### config.mk
export PLATFORM = sky130hd
export DESIGN_NAME = pipe_stage_skid_rv
export DESIGN_NICKNAME = d
export VERILOG_FILES = /design/src/rtl/pipe_pkg.sv /design/src/rtl/sat_counter_rv.sv /design/src/rtl/pipe_stage_skid_rv.sv
export SDC_FILE = /design/constraint.sdc
export NUM_CORES = 1
export LEC_CHECK = 0
export CAP_MARGIN = 40
export CORE_ASPECT_RATIO = 0.8
export CORE_UTILIZATION = 45
export DETAILED_ROUTE_END_ITERATION = 10
export PLACE_DENSITY = 0.76
export SLEW_MARGIN = 25
export SYNTH_ARGS = -nofsm -noshare
export SYNTH_HDL_FRONTEND = slang
export SYNTH_SLANG_ARGS = --single-unit
export TNS_END_PERCENT = 100
### constraint.sdc
create_clock -name clock -period 2.4 [get_ports clock]
set_clock_uncertainty 0.15 [all_clocks]
set_input_delay 0.48 -clock clock [delete_from_list [all_inputs] [get_ports clock]]
set_output_delay 0.48 -clock clock [all_outputs]
set_load 0.01 [all_outputs]
### src/rtl/pipe_pkg.sv
// Shared definitions for the RV inter-stage pipeline registers.
//   - Payload widths of the standard stage bundles.
//   - Bit offsets of the fields inside the MEM/WB bundle.
//   - Debug encoding of the skid-stage occupancy (EMPTY / ONE / TWO).
//   - Helper that packs a MEM/WB bundle from its fields.
package pipe_pkg;

  // MEM/WB: regWrite, memToReg, readData[31:0], aluResult[31:0], writeReg[4:0]
  localparam int MEMWB_W = 1 + 1 + 32 + 32 + 5;
  // EX/MEM: regWrite, memToReg, memRead, memWrite, aluResult, writeData, writeReg
  localparam int EXMEM_W = 1 + 1 + 1 + 1 + 32 + 32 + 5;

  localparam int REGWRITE_BIT  = 70;
  localparam int MEMTOREG_BIT  = 69;
  localparam int READDATA_LSB  = 37;
  localparam int ALURESULT_LSB = 5;
  localparam int WRITEREG_LSB  = 0;

  // Occupancy of a skid stage, exposed on the debug output.
  localparam logic [1:0] ST_EMPTY = 2'd0;
  localparam logic [1:0] ST_ONE   = 2'd1;
  localparam logic [1:0] ST_TWO   = 2'd2;

  function automatic logic [MEMWB_W-1:0] pack_memwb(
    input logic        reg_write,
    input logic        mem_to_reg,
    input logic [31:0] read_data,
    input logic [31:0] alu_result,
    input logic [4:0]  write_reg
  );
    logic [MEMWB_W-1:0] b;
    b = '0;
    b[REGWRITE_BIT]                    = reg_write;
    b[MEMTOREG_BIT]                    = mem_to_reg;
    b[READDATA_LSB  +: 32]             = read_data;
    b[ALURESULT_LSB +: 32]             = alu_result;
    b[WRITEREG_LSB  +: 5]              = write_reg;
    return b;
  endfunction

endpackage

### src/rtl/sat_counter_rv.sv
// Saturating up-counter for performance monitoring.
// Ports:
//   clock   - rising-edge clock
//   reset_n - asynchronous active-low reset (count -> 0)
//   clr     - synchronous clear, wins over inc
//   inc     - count one event this cycle
//   count   - current value, sticks at all-ones
module sat_counter_rv #(
  parameter int W = 16
) (
  input  logic         clock,
  input  logic         reset_n,
  input  logic         clr,
  input  logic         inc,
  output logic [W-1:0] count
);

  localparam logic [W-1:0] MAX_VAL = {W{1'b1}};

  logic [W-1:0] count_q;
  logic [W-1:0] count_d;

  always_comb begin
    count_d = count_q;
    if (clr) begin
      count_d = '0;
    end else if (inc && (count_q != MAX_VAL)) begin
      count_d = count_q + 1'b1;
    end
  end

  always_ff @(posedge clock or negedge reset_n) begin
    if (!reset_n) begin
      count_q <= '0;
    end else begin
      count_q <= count_d;
    end
  end

  assign count = count_q;

endmodule

### src/rtl/pipe_stage_skid_rv.sv
// Inter-stage pipeline register with a 2-entry skid buffer.
// Ports:
//   clock, reset_n          - rising-edge clock, asynchronous active-low reset
//   flush                   - synchronous squash of held and incoming beats
//   in_valid/in_ready/in_data    - upstream handshake and payload
//   out_valid/out_ready/out_data - downstream handshake and payload
//   cnt_clr                 - synchronous clear of stall_count
//   stall_count             - saturating count of cycles out_valid & !out_ready
//   state_dbg               - occupancy (ST_EMPTY / ST_ONE / ST_TWO)
//
// Handshake: a beat moves when valid & ready are both high at a rising edge.
// A producer keeps valid and data stable until the beat moves; ready never
// depends combinationally on valid. Here in_ready comes straight from the
// skid flop, so downstream back-pressure never reaches upstream in the same
// cycle -- the skid entry absorbs the one beat already in flight.
module pipe_stage_skid_rv
  import pipe_pkg::*;
#(
  parameter int DATA_W   = 71,
  parameter int CNT_W    = 16,
  parameter bit CLR_DATA = 1'b0
) (
  input  logic              clock,
  input  logic              reset_n,
  input  logic              flush,
  input  logic              in_valid,
  output logic              in_ready,
  input  logic [DATA_W-1:0] in_data,
  output logic              out_valid,
  input  logic              out_ready,
  output logic [DATA_W-1:0] out_data,
  input  logic              cnt_clr,
  output logic [CNT_W-1:0]  stall_count,
  output logic [1:0]        state_dbg
);

  logic              main_v_q, main_v_d;
  logic              skid_v_q, skid_v_d;
  logic [DATA_W-1:0] main_data_q, main_data_d;
  logic [DATA_W-1:0] skid_data_q, skid_data_d;

  logic in_fire;
  logic out_fire;

  assign in_ready  = !skid_v_q;
  assign out_valid = main_v_q;
  assign out_data  = main_data_q;

  assign in_fire  = in_valid && in_ready;
  assign out_fire = main_v_q && out_ready;

  assign state_dbg = !main_v_q ? ST_EMPTY : (skid_v_q ? ST_TWO : ST_ONE);

  always_comb begin
    main_v_d    = main_v_q;
    skid_v_d    = skid_v_q;
    main_data_d = main_data_q;
    skid_data_d = skid_data_q;

    if (!main_v_q) begin
      // EMPTY
      if (in_fire) begin
        main_v_d    = 1'b1;
        main_data_d = in_data;
      end
    end else if (!skid_v_q) begin
      // ONE
      if (in_fire && out_fire) begin
        main_data_d = in_data;
      end else if (in_fire) begin
        skid_v_d    = 1'b1;
        skid_data_d = in_data;
      end else if (out_fire) begin
        main_v_d = 1'b0;
      end
    end else begin
      // TWO: in_ready is low, only the downstream side can move
      if (out_fire) begin
        main_data_d = skid_data_q;
        skid_v_d    = 1'b0;
      end
    end

    // Flush overrides everything above. A beat leaving via out_fire this
    // cycle has already been seen downstream, so dropping it here is correct.
    if (flush) begin
      main_v_d = 1'b0;
      skid_v_d = 1'b0;
      if (CLR_DATA) begin
        main_data_d = '0;
        skid_data_d = '0;
      end
    end
  end

  always_ff @(posedge clock or negedge reset_n) begin
    if (!reset_n) begin
      main_v_q    <= 1'b0;
      skid_v_q    <= 1'b0;
      main_data_q <= '0;
      skid_data_q <= '0;
    end else begin
      main_v_q    <= main_v_d;
      skid_v_q    <= skid_v_d;
      main_data_q <= main_data_d;
      skid_data_q <= skid_data_d;
    end
  end

  sat_counter_rv #(
    .W (CNT_W)
  ) u_stall_cnt (
    .clock   (clock),
    .reset_n (reset_n),
    .clr     (cnt_clr),
    .inc     (main_v_q && !out_ready),
    .count   (stall_count)
  );

  // The skid entry only fills behind a held main entry.
  a_no_skid_without_main: assert property (
    @(posedge clock) disable iff (!reset_n) !(!main_v_q && skid_v_q)
  );

endmodule

==> results.md <==
* Run status: completed
* Num rows at 39
* CP max-delay cell: clkdlybuf4s50_1
* Syn-to-layout area delta at 38.0%
* Max VDD drop at 0.498 mV
* FMAX at 436 MHz
* Yosys reg bits at 160
* Sinks on Clock Net at 160
* Fin. max-slew vios at 0
* DP HPWL at 10.7 mm
* Hold WC Path Type: reg -> reg
* Sequential cell area at 4010 sq um
* CP max FO at 9
* First-pass DRT Iterations at 5
* Residual DRC at 0
* Antenna cells at 0
* Starting Density at 47.1%
* Via/cell ratio at 5.39
* HP Start: skid_data_q[0]
* Unrepaired setup endpoints after global routing: false
* Worst-margin pin slew at 0.569 ns
* Maxcap violations at 0
* CTS root buffer: clkbuf_16
* Final GP Congestion at 0.791
* Initial DRC count at 231
* Port Buffers at 167
* Final setup vio count at 0
* Die H at 113 microns
* Area occupied by multi-input gates at 2720 sq um
* All-Layer GR Usage at 21.4%
* Worst reg2reg path depth at 6
* Netlist cell types at 34
* WHS Endpoint: skid_data_q[0]
* Leakage at 3.73 nW
* Fin cells at 937
* Synthesis warning total at 0
* Netlist Area Pre-Place at 6870 sq um
* Final hold viol count at 0
* Relative slew slack at 61.8%
* Worst EP required at 1.77 ns
* Worst Hold Depth at 1
* Layout Utilization at 65.0%
* Global-route wire length before repair at 26.4 mm
* Syn Inst Count at 568
* Layout Nets at 818
* CP Cell Sequence: nand2_2 -> inv_4 -> clkdlybuf4s50_1
* DR WL/cell at 16.9 microns
* Avg Cell Area, Syn at 12.1 sq um
* Max incr delay on CP at 0.58 ns
* IO Pins at 168
* Worst reg2reg startpoint: u_stall_cnt.count[0]
* Number of global-route vias before repair at 5,382
* Overflow after GRT at 0
* Period utilization at 95.6%
* CP Launch Type: flop
* Crit path capture type: primary output
* Ratio of cells with drive above 1 in the final layout at 17.1%
* Fin Setup TNS at 0 ns
* Post-CTS Setup Bufs at 0
* Critical path arrival at 1.66 ns
* Initial antenna violation count at 0
* Routed Antenna Nets at 0
* Clk slew on worst S/H paths at 0.06 ns
* Largest net degree at the start of global routing at 72
* CP Class: reg -> out
* Die width at 140 microns
* CTS tree: yes
* PwrDens at 813 nW/um^2
* Clk_lat worst skew at 0.41 ns
* Commonest non-fill, non-tap cell in the layout: clkdlybuf4s50_1
* Total core area at 14,600 sq um
* CP startpoint: out_valid
* Worst R2R Setup Slack at 0.26 ns
* Minimum clock period at 2.29 ns
* Tot Pwr at 7.71 mW
* Post-Route WL at 15.8 mm
* Clk buf depth at 2
* WHS at 0.354 ns
* TritonCTS Buffers at 17
* Die ar. at 15,800 sq um
* Syn nets at 646
* Reg2reg end: u_stall_cnt.count[11]
* Sequential fraction of the synthesis area at 58.3%
* Cell Count Post-Placement at 904
* Final-layout fill cell count at 1,095
* Most frequent cells in the layout: clkdlybuf4s50_1, dfrtp_1, a21oi_1, nor2_1, mux2_2
* Vias at 5,054
* Htree depth at 4
## metrics by stage
| stage | area (sq um) | worst slack (ns) |
|---|---|---|
| after global placement | 8860 | 0.0114 |
| final | 9480 | 0.107 |
| after global routing | 9480 | 0.0252 |
| after floorplan | 6870 | 0.332 |
| after detailed placement | 8860 | -0.0146 |
| after CTS | 9470 | 0.00637 |
## synthesized netlist by cell type
| master | count | area [sq um] |
|---|---|---|
| nand4b_1 | 1 | 8.76 |
| clkbuf_1 | 8 | 30.0 |
| nand2_1 | 10 | 37.5 |
| a211oi_1 | 2 | 15.0 |
| and2b_1 | 1 | 7.51 |
| a21oi_1 | 86 | 430 |
| and3_1 | 3 | 18.8 |
| nand3_1 | 4 | 20.0 |
| o31ai_1 | 8 | 60.1 |
| nor2_1 | 75 | 282 |
| nor2b_1 | 4 | 25.0 |
| nor3_1 | 1 | 5.00 |
| nand4_1 | 4 | 25.0 |
| nand4_4 | 1 | 21.3 |
| o2111ai_1 | 1 | 8.76 |
| o21ba_2 | 1 | 10.0 |
| inv_2 | 1 | 3.75 |
| dfrtp_1 | 160 | 4000 |
| mux2i_1 | 71 | 711 |
| buf_2 | 24 | 120 |
| nor4_4 | 1 | 21.3 |
| nor3b_1 | 1 | 7.51 |
| nand2b_2 | 1 | 8.76 |
| o21ai_0 | 6 | 30.0 |
| inv_1 | 2 | 7.51 |
| buf_1 | 1 | 3.75 |
| o21a_1 | 1 | 7.51 |
| mux2_2 | 72 | 811 |
| nor4_1 | 1 | 6.26 |
| ha_1 | 1 | 12.5 |
| or3_1 | 4 | 25.0 |
| or3_4 | 1 | 11.3 |
| or4_1 | 9 | 67.6 |
| nand2b_1 | 1 | 6.26 |
## metal layers
metal / GRT usage, % / vias to the layer above / wire length, microns
met5: 0 / - / 0
met4: 6.74 / 0 / 152
met3: 6.87 / 15 / 938
met2: 35.5 / 136 / 7650
met1: 26.8 / 2531 / 7050
li1: - / 2372 / -
## flip-flops by register name, summed over array words and instances (netlist names)
name,cells
skid_data_q,71
u_stall_cnt.count,16
out_valid,1
out_data,71
skid_v_q,1
## where the power goes
part | switching [mW] | internal, mW
clock | 1.04 | 1.69
sequential | 0.292 | 3.23
combinational | 0.591 | 0.867
total | 1.92 | 5.79
## final cells by class
type	count	share of cell area, %
inverters	3	0.145
repair buffers	186	20.1
clock inverters	9	1.40
well taps	184	2.43
multi-input cells	372	28.7
flip-flops and latches	160	42.3
clock buffers	23	4.94
## cell families (layout without fill, tap and decap cells)
group | after synthesis | after routing | synth area share, %
AOI/OAI and AO/OA | 105 | 105 | 8.18
adders and majority gates | 1 | 1 | 0.182
buffers and inverters | 36 | 221 | 2.40
DFF | 160 | 160 | 58.3
muxes | 143 | 143 | 22.1
and+or+nand+nor | 123 | 123 | 8.80
## worst max path at each step
stage                                  endpoint  cells after the start  slack, ns
after floorplan           u_stall_cnt.count[12]                      5       0.33
after global placement    u_stall_cnt.count[12]                      5       0.01
after detailed placement  u_stall_cnt.count[11]                      7      -0.01
after CTS                          state_dbg[1]                      3      0.006
after global routing               state_dbg[1]                      3       0.03
final                              state_dbg[1]                      3       0.11
## repair_timing
| action | CTS | global route |
|---|---|---|
| gates resized for setup | 1 | 1 |
| hold buffers | 1 | 0 |
| setup endpoints to repair | 1 | 1 |
| hold endpoints to repair | 52 | 0 |
## worst max-delay path, delay by kind of cell (launching register included)
family                 cells  cell delay, ns
buffers and inverters      2            0.67
flip-flops                 1            0.45
AND/OR/NAND/NOR            1            0.13
Note: power is estimated with default switching activity, not from simulation.
==> variant 1, RTL diff (config.mk and constraints unchanged) <==
The parameter `CLR_DATA` goes from 1'b0 to 1'b1.
--- a/src/rtl/pipe_stage_skid_rv.sv
+++ b/src/rtl/pipe_stage_skid_rv.sv
@@ -18,7 +18,7 @@
 #(
   parameter int DATA_W   = 71,
   parameter int CNT_W    = 16,
-  parameter bit CLR_DATA = 1'b0
+  parameter bit CLR_DATA = 1'b1
 ) (
   input  logic              clock,
   input  logic              reset_n,
Behaviour: not the same (a bounded check fails within 4 cycles, from zero or initial values and one cycle with reset_n low).
==> variant 1 against the original RTL <==
  * Sequential power shrank 17%
  * Cell area increased by 3.2%
  * Worst setup slack better by 22 ps
  * Routed wire length is 11% higher
  * Sequential cell count unchanged
  * Register-to-register slack improved by 120 ps
  * First-iteration DRC count increased by 63%
  * Critical path type unchanged
  * Area after synthesis is 5.9% higher
  * Die area rose by 5.8%
  * Non-clock buffer count fell by 1
  * Total power is 17% lower
  * Highest routed layer unchanged
==> variant 1: results (changes against the original RTL) <==
stage,metric,value,unit,change
power,seq_power,2.93,mW,-17%
finish,buffers,185,,-0.54%
drt,firstDrtPassIters,5,,unchanged
global_route,grt.total_usage,21.9,%,+0.42 points
drt,viasPerCell,5.37,,-0.49%
place,place_area,9200,um^2,+3.8%
power,comb_cell_power,0.867,mW,-41%
synthesis,yosysSeqAreaShare,55.0,%,-3.2 points
finish,multi_input_area,3000,um^2,+10%
finish,clk_share,5.83,%,-0.51 points
floorplan,std_cell_rows,41,,+5.1%
synthesis,muxShareOfSynthArea,10.1,%,-12 points
finish,drive_gt1_share,6.94,%,-10 points
power,leakagePower,3.82,nW,+2.5%
setup_path,ff2ff_setup_slack,380,ps,+120 ps
setup_path,r2r_end,u_stall_cnt.count[14],,
finish,multi_input_cells,514,,+38%
clock_network,cts_setup_buffers,0,,unchanged
clock_network,clk_pin_slew,70,ps,
synthesis,synth-xor-area-share,0,%,unchanged
synthesis,synthAdderAreaFrac,0.172,%,-0.010 points
finish,clock_buffer_count,21,,-8.7%
finish,num-fill-cells,1327,,+21%
clock_network,post_cts_resized,0,,-1
hold_path,whs_path_depth,2,,+1
finish,signal_buffer_area_fraction,19.6,%,-0.48 points
global_route,grt_max_degree,99,,+38%
place,hpwlAfterDp,11.0,mm,+2.2%
global_route,grt_pass1_vias,5603,,+4.1%
timing,tightest_slew,478,ps,-91.1 ps
finish,regArea,4010,um^2,about the same
setup_path,critPathMaxFanout,7,,-2
power,p_sw,1.57,mW,-19%
power,ir_drop,0.473,mV,-5.0%
setup_path,crit_path_start,skid_v_q,,
finish,inverters,4,,+1
synthesis,netlist_top_cells_area,"dfrtp_1 55%, nand2_1 11%, mux2i_1 9.8%, o31ai_1 8.4%, a21oi_1 5.9%",,
synthesis,syn_nets,815,,+26%
drt,drt_iter0_markers,376,,+63%
finish,nNetsFinal,960,,+17%
setup_path,setup.worst_path.class,reg -> out,,
synthesis,synth-compound-area-share,14.9,%,+6.8 points
synthesis,synth-seq-cells,160,,unchanged
outcome,status,"finished, final reports clean",,
setup_path,arrival,1640,ps,-20 ps
drt,wl_per_cell,15.8,um,-6.3%
hold_path,worst_hold_path.endpoint,skid_data_q[66],,
place,gp_congestion,0.771,,-2.6%
global_route,grt_pass1_wl,28.2,mm,+6.7%
synthesis,ys_types,37,,+8.8%
finish,areaGrowthSynthToFinish,34.5,%,
==> variant 1: changes by cell type after synthesis, moves of 10 or more <==
cell,before,now
nor2_1,75,3
o31ai_1,8,81
clkbuf_1,8,38
nand2_1,10,219
buf_4,0,10
mux2_2,72,2
buf_2,24,10
==> variant 1: metrics by stage <==
stage	setup slack, ps	total power [mW]	cells
finish	128	6.42	1108
global route	38.3	6.69	1108
CTS	8.63	6.50	1108
detailed placement	39.8	3.84	1077
global placement	122	3.83	1077
floorplan	595	3.31	737
==> variant 1: metal layers <==
metal  vias to the layer above  global-route usage, %  wire (um)
met1                      2928                   30.3       8210
met4                         0                   6.25        144
met2                       142                   34.2       8130
li1                       2865                      -          -
met3                        12                   5.41       1020
met5                         -                      0          0
==> variant 1: worst max-delay path, stage by stage, from the launching register on <==
cell	delay, ps
dfrtp_2	440
and2_4	200
clkdlybuf4s50_1	580
==> variant 2, RTL diff (same settings) <==
Without the edit above. Register the output `stall_count`, with the module's reset; this adds one clock of latency there. The other outputs are not delayed to match. Comments in the files are not updated.
--- a/src/rtl/pipe_stage_skid_rv.sv
+++ b/src/rtl/pipe_stage_skid_rv.sv
@@ -33,6 +33,8 @@
   output logic [CNT_W-1:0]  stall_count,
   output logic [1:0]        state_dbg
 );
+
+  logic [CNT_W-1:0] stall_count_d;
 
   logic              main_v_q, main_v_d;
   logic              skid_v_q, skid_v_d;
@@ -114,7 +116,7 @@
     .reset_n (reset_n),
     .clr     (cnt_clr),
     .inc     (main_v_q && !out_ready),
-    .count   (stall_count)
+    .count   (stall_count_d)
   );
 
   // The skid entry only fills behind a held main entry.
@@ -122,5 +124,13 @@
     @(posedge clock) disable iff (!reset_n) !(!main_v_q && skid_v_q)
   );
 
+  always_ff @(posedge clock or negedge reset_n) begin
+    if (!reset_n) begin
+      stall_count <= '0;
+    end else begin
+      stall_count <= stall_count_d;
+    end
+  end
+
 endmodule
 
Function: changed (a bounded check fails within 4 cycles, from zero or initial values and one cycle with reset_n low).
==> variant 2 against the original RTL <==
  * Cell area up 4.0%
  * Count of clock-buffer cells in the layout is the same
  * Total power increased by 2.9%
  * Combinational power barely moved
  * Non-clock buffer count increased by 1
  * Routed wire length increased by 0.13%
  * Sequential cell count rose by 16
  * Worst setup slack got worse by 1.6 ps
  * Area after synthesis grew 5.1%
  * Highest routed layer unchanged
==> variant 2: results (changes against the original RTL) <==
stage,metric,value,unit,change
synthesis,netlist_top_cells_area,"dfrtp_1 61%, mux2_2 11%, mux2i_1 10%, a21oi_1 5.3%, nor2_1 4.3%",,
drt,viasPerCell,5.17,,-4.1%
power,ir_drop,0.478,mV,-4.0%
hold_path,hold_start,u_stall_cnt.count[1],,
hold_path,whs_path_depth,0,,-1
place,hpwlAfterDp,10.8,mm,+0.22%
drt,drt_wl_total,15.8,mm,+0.13%
setup_path,critPathMaxFanout,8,,-1
outcome,status,"finished, final reports clean",,
power,p_comb_share,18.4,%,-0.5 points
global_route,grt_pass1_vias,5139,,-4.5%
place,place_worst_setup_slack,-52.0,ps,-37.4 ps
timing,tightest_slew,646,ps,+77.6 ps
finish,drive_gt1_share,17.0,%,-0.14 points
finish,nNetsFinal,831,,+1.6%
synthesis,synthAdderAreaFrac,0.173,%,-0.0088 points
synthesis,synth-compound-area-share,6.99,%,-1.2 points
global_route,grt_pass1_wl,25.7,mm,-2.8%
finish,num-fill-cells,1201,,+9.7%
power,p_sw_share,25.2,%,+0.29 points
place,gp_congestion,0.829,,+4.7%
power,leakagePower,3.96,nW,+6.2%
synthesis,synth.top_cells.by_count,"176 x dfrtp_1, 82 x nor2_1, 77 x a21oi_1, 72 x mux2i_1, 71 x mux2_2",,
setup_path,ff2ff_setup_slack,340,ps,+80 ps
synthesis,synth-xor-area-share,0.850,%,+0.85 points
place,placed_cells,948,,+4.9%
timing,worst_hold_slack,293,ps,-61.4 ps
synthesis,syn_area_per_cell,12.5,um^2,+3.1%
drt,drt_iter0_markers,267,,+16%
setup_path,r2r_end,u_stall_cnt.count[5],,
timing,fin_crit,2300,ps,+1.60 ps
hold_path,worst_hold_path.endpoint,stall_count[1],,
finish,layout.cells.non_filler,980,,+4.6%
synthesis,syn_nets,657,,+1.7%
global_route,grt.total_usage,20.3,%,-1.2 points
## variant 2: changes by cell type after synthesis, moves of 2 or more
cell	change
o211ai_1	+2
dfrtp_1	+16
xor2_1	+6
inv_1	+3
o31ai_1	-7
or4_1	-6
nor2_1	+7
nand3_1	+6
a21oi_1	-9
nand4_1	-2
## variant 2: cell type report
cell class                      instances  area [um^2]  share of cell area, %
Sequential cell                       176         4410                   44.7
Multi-Input combinational cell        365         2660                   27.0
Timing Repair Buffer                  187         1910                   19.4
Clock buffer                           23          498                   5.05
Tap cell                              215          269                   2.73
Clock inverter                          8         80.1                  0.813
Inverter                                6         25.0                  0.254
## variant 2: routing by layer
metal / vias to the layer above / wire [um] / GRT usage, %
li1: 2383 / - / -
met1: 2539 / 7130 / 26.5
met2: 128 / 7620 / 32.3
met3: 17 / 863 / 6.00
met4: 0 / 193 / 7.02
met5: - / 0 / 0
## variant 2: critical path, stage by stage (launching register included)
cell and delay [ps]:
dfrtp_2 440, nand2_2 130, inv_4 90, clkdlybuf4s50_1 590
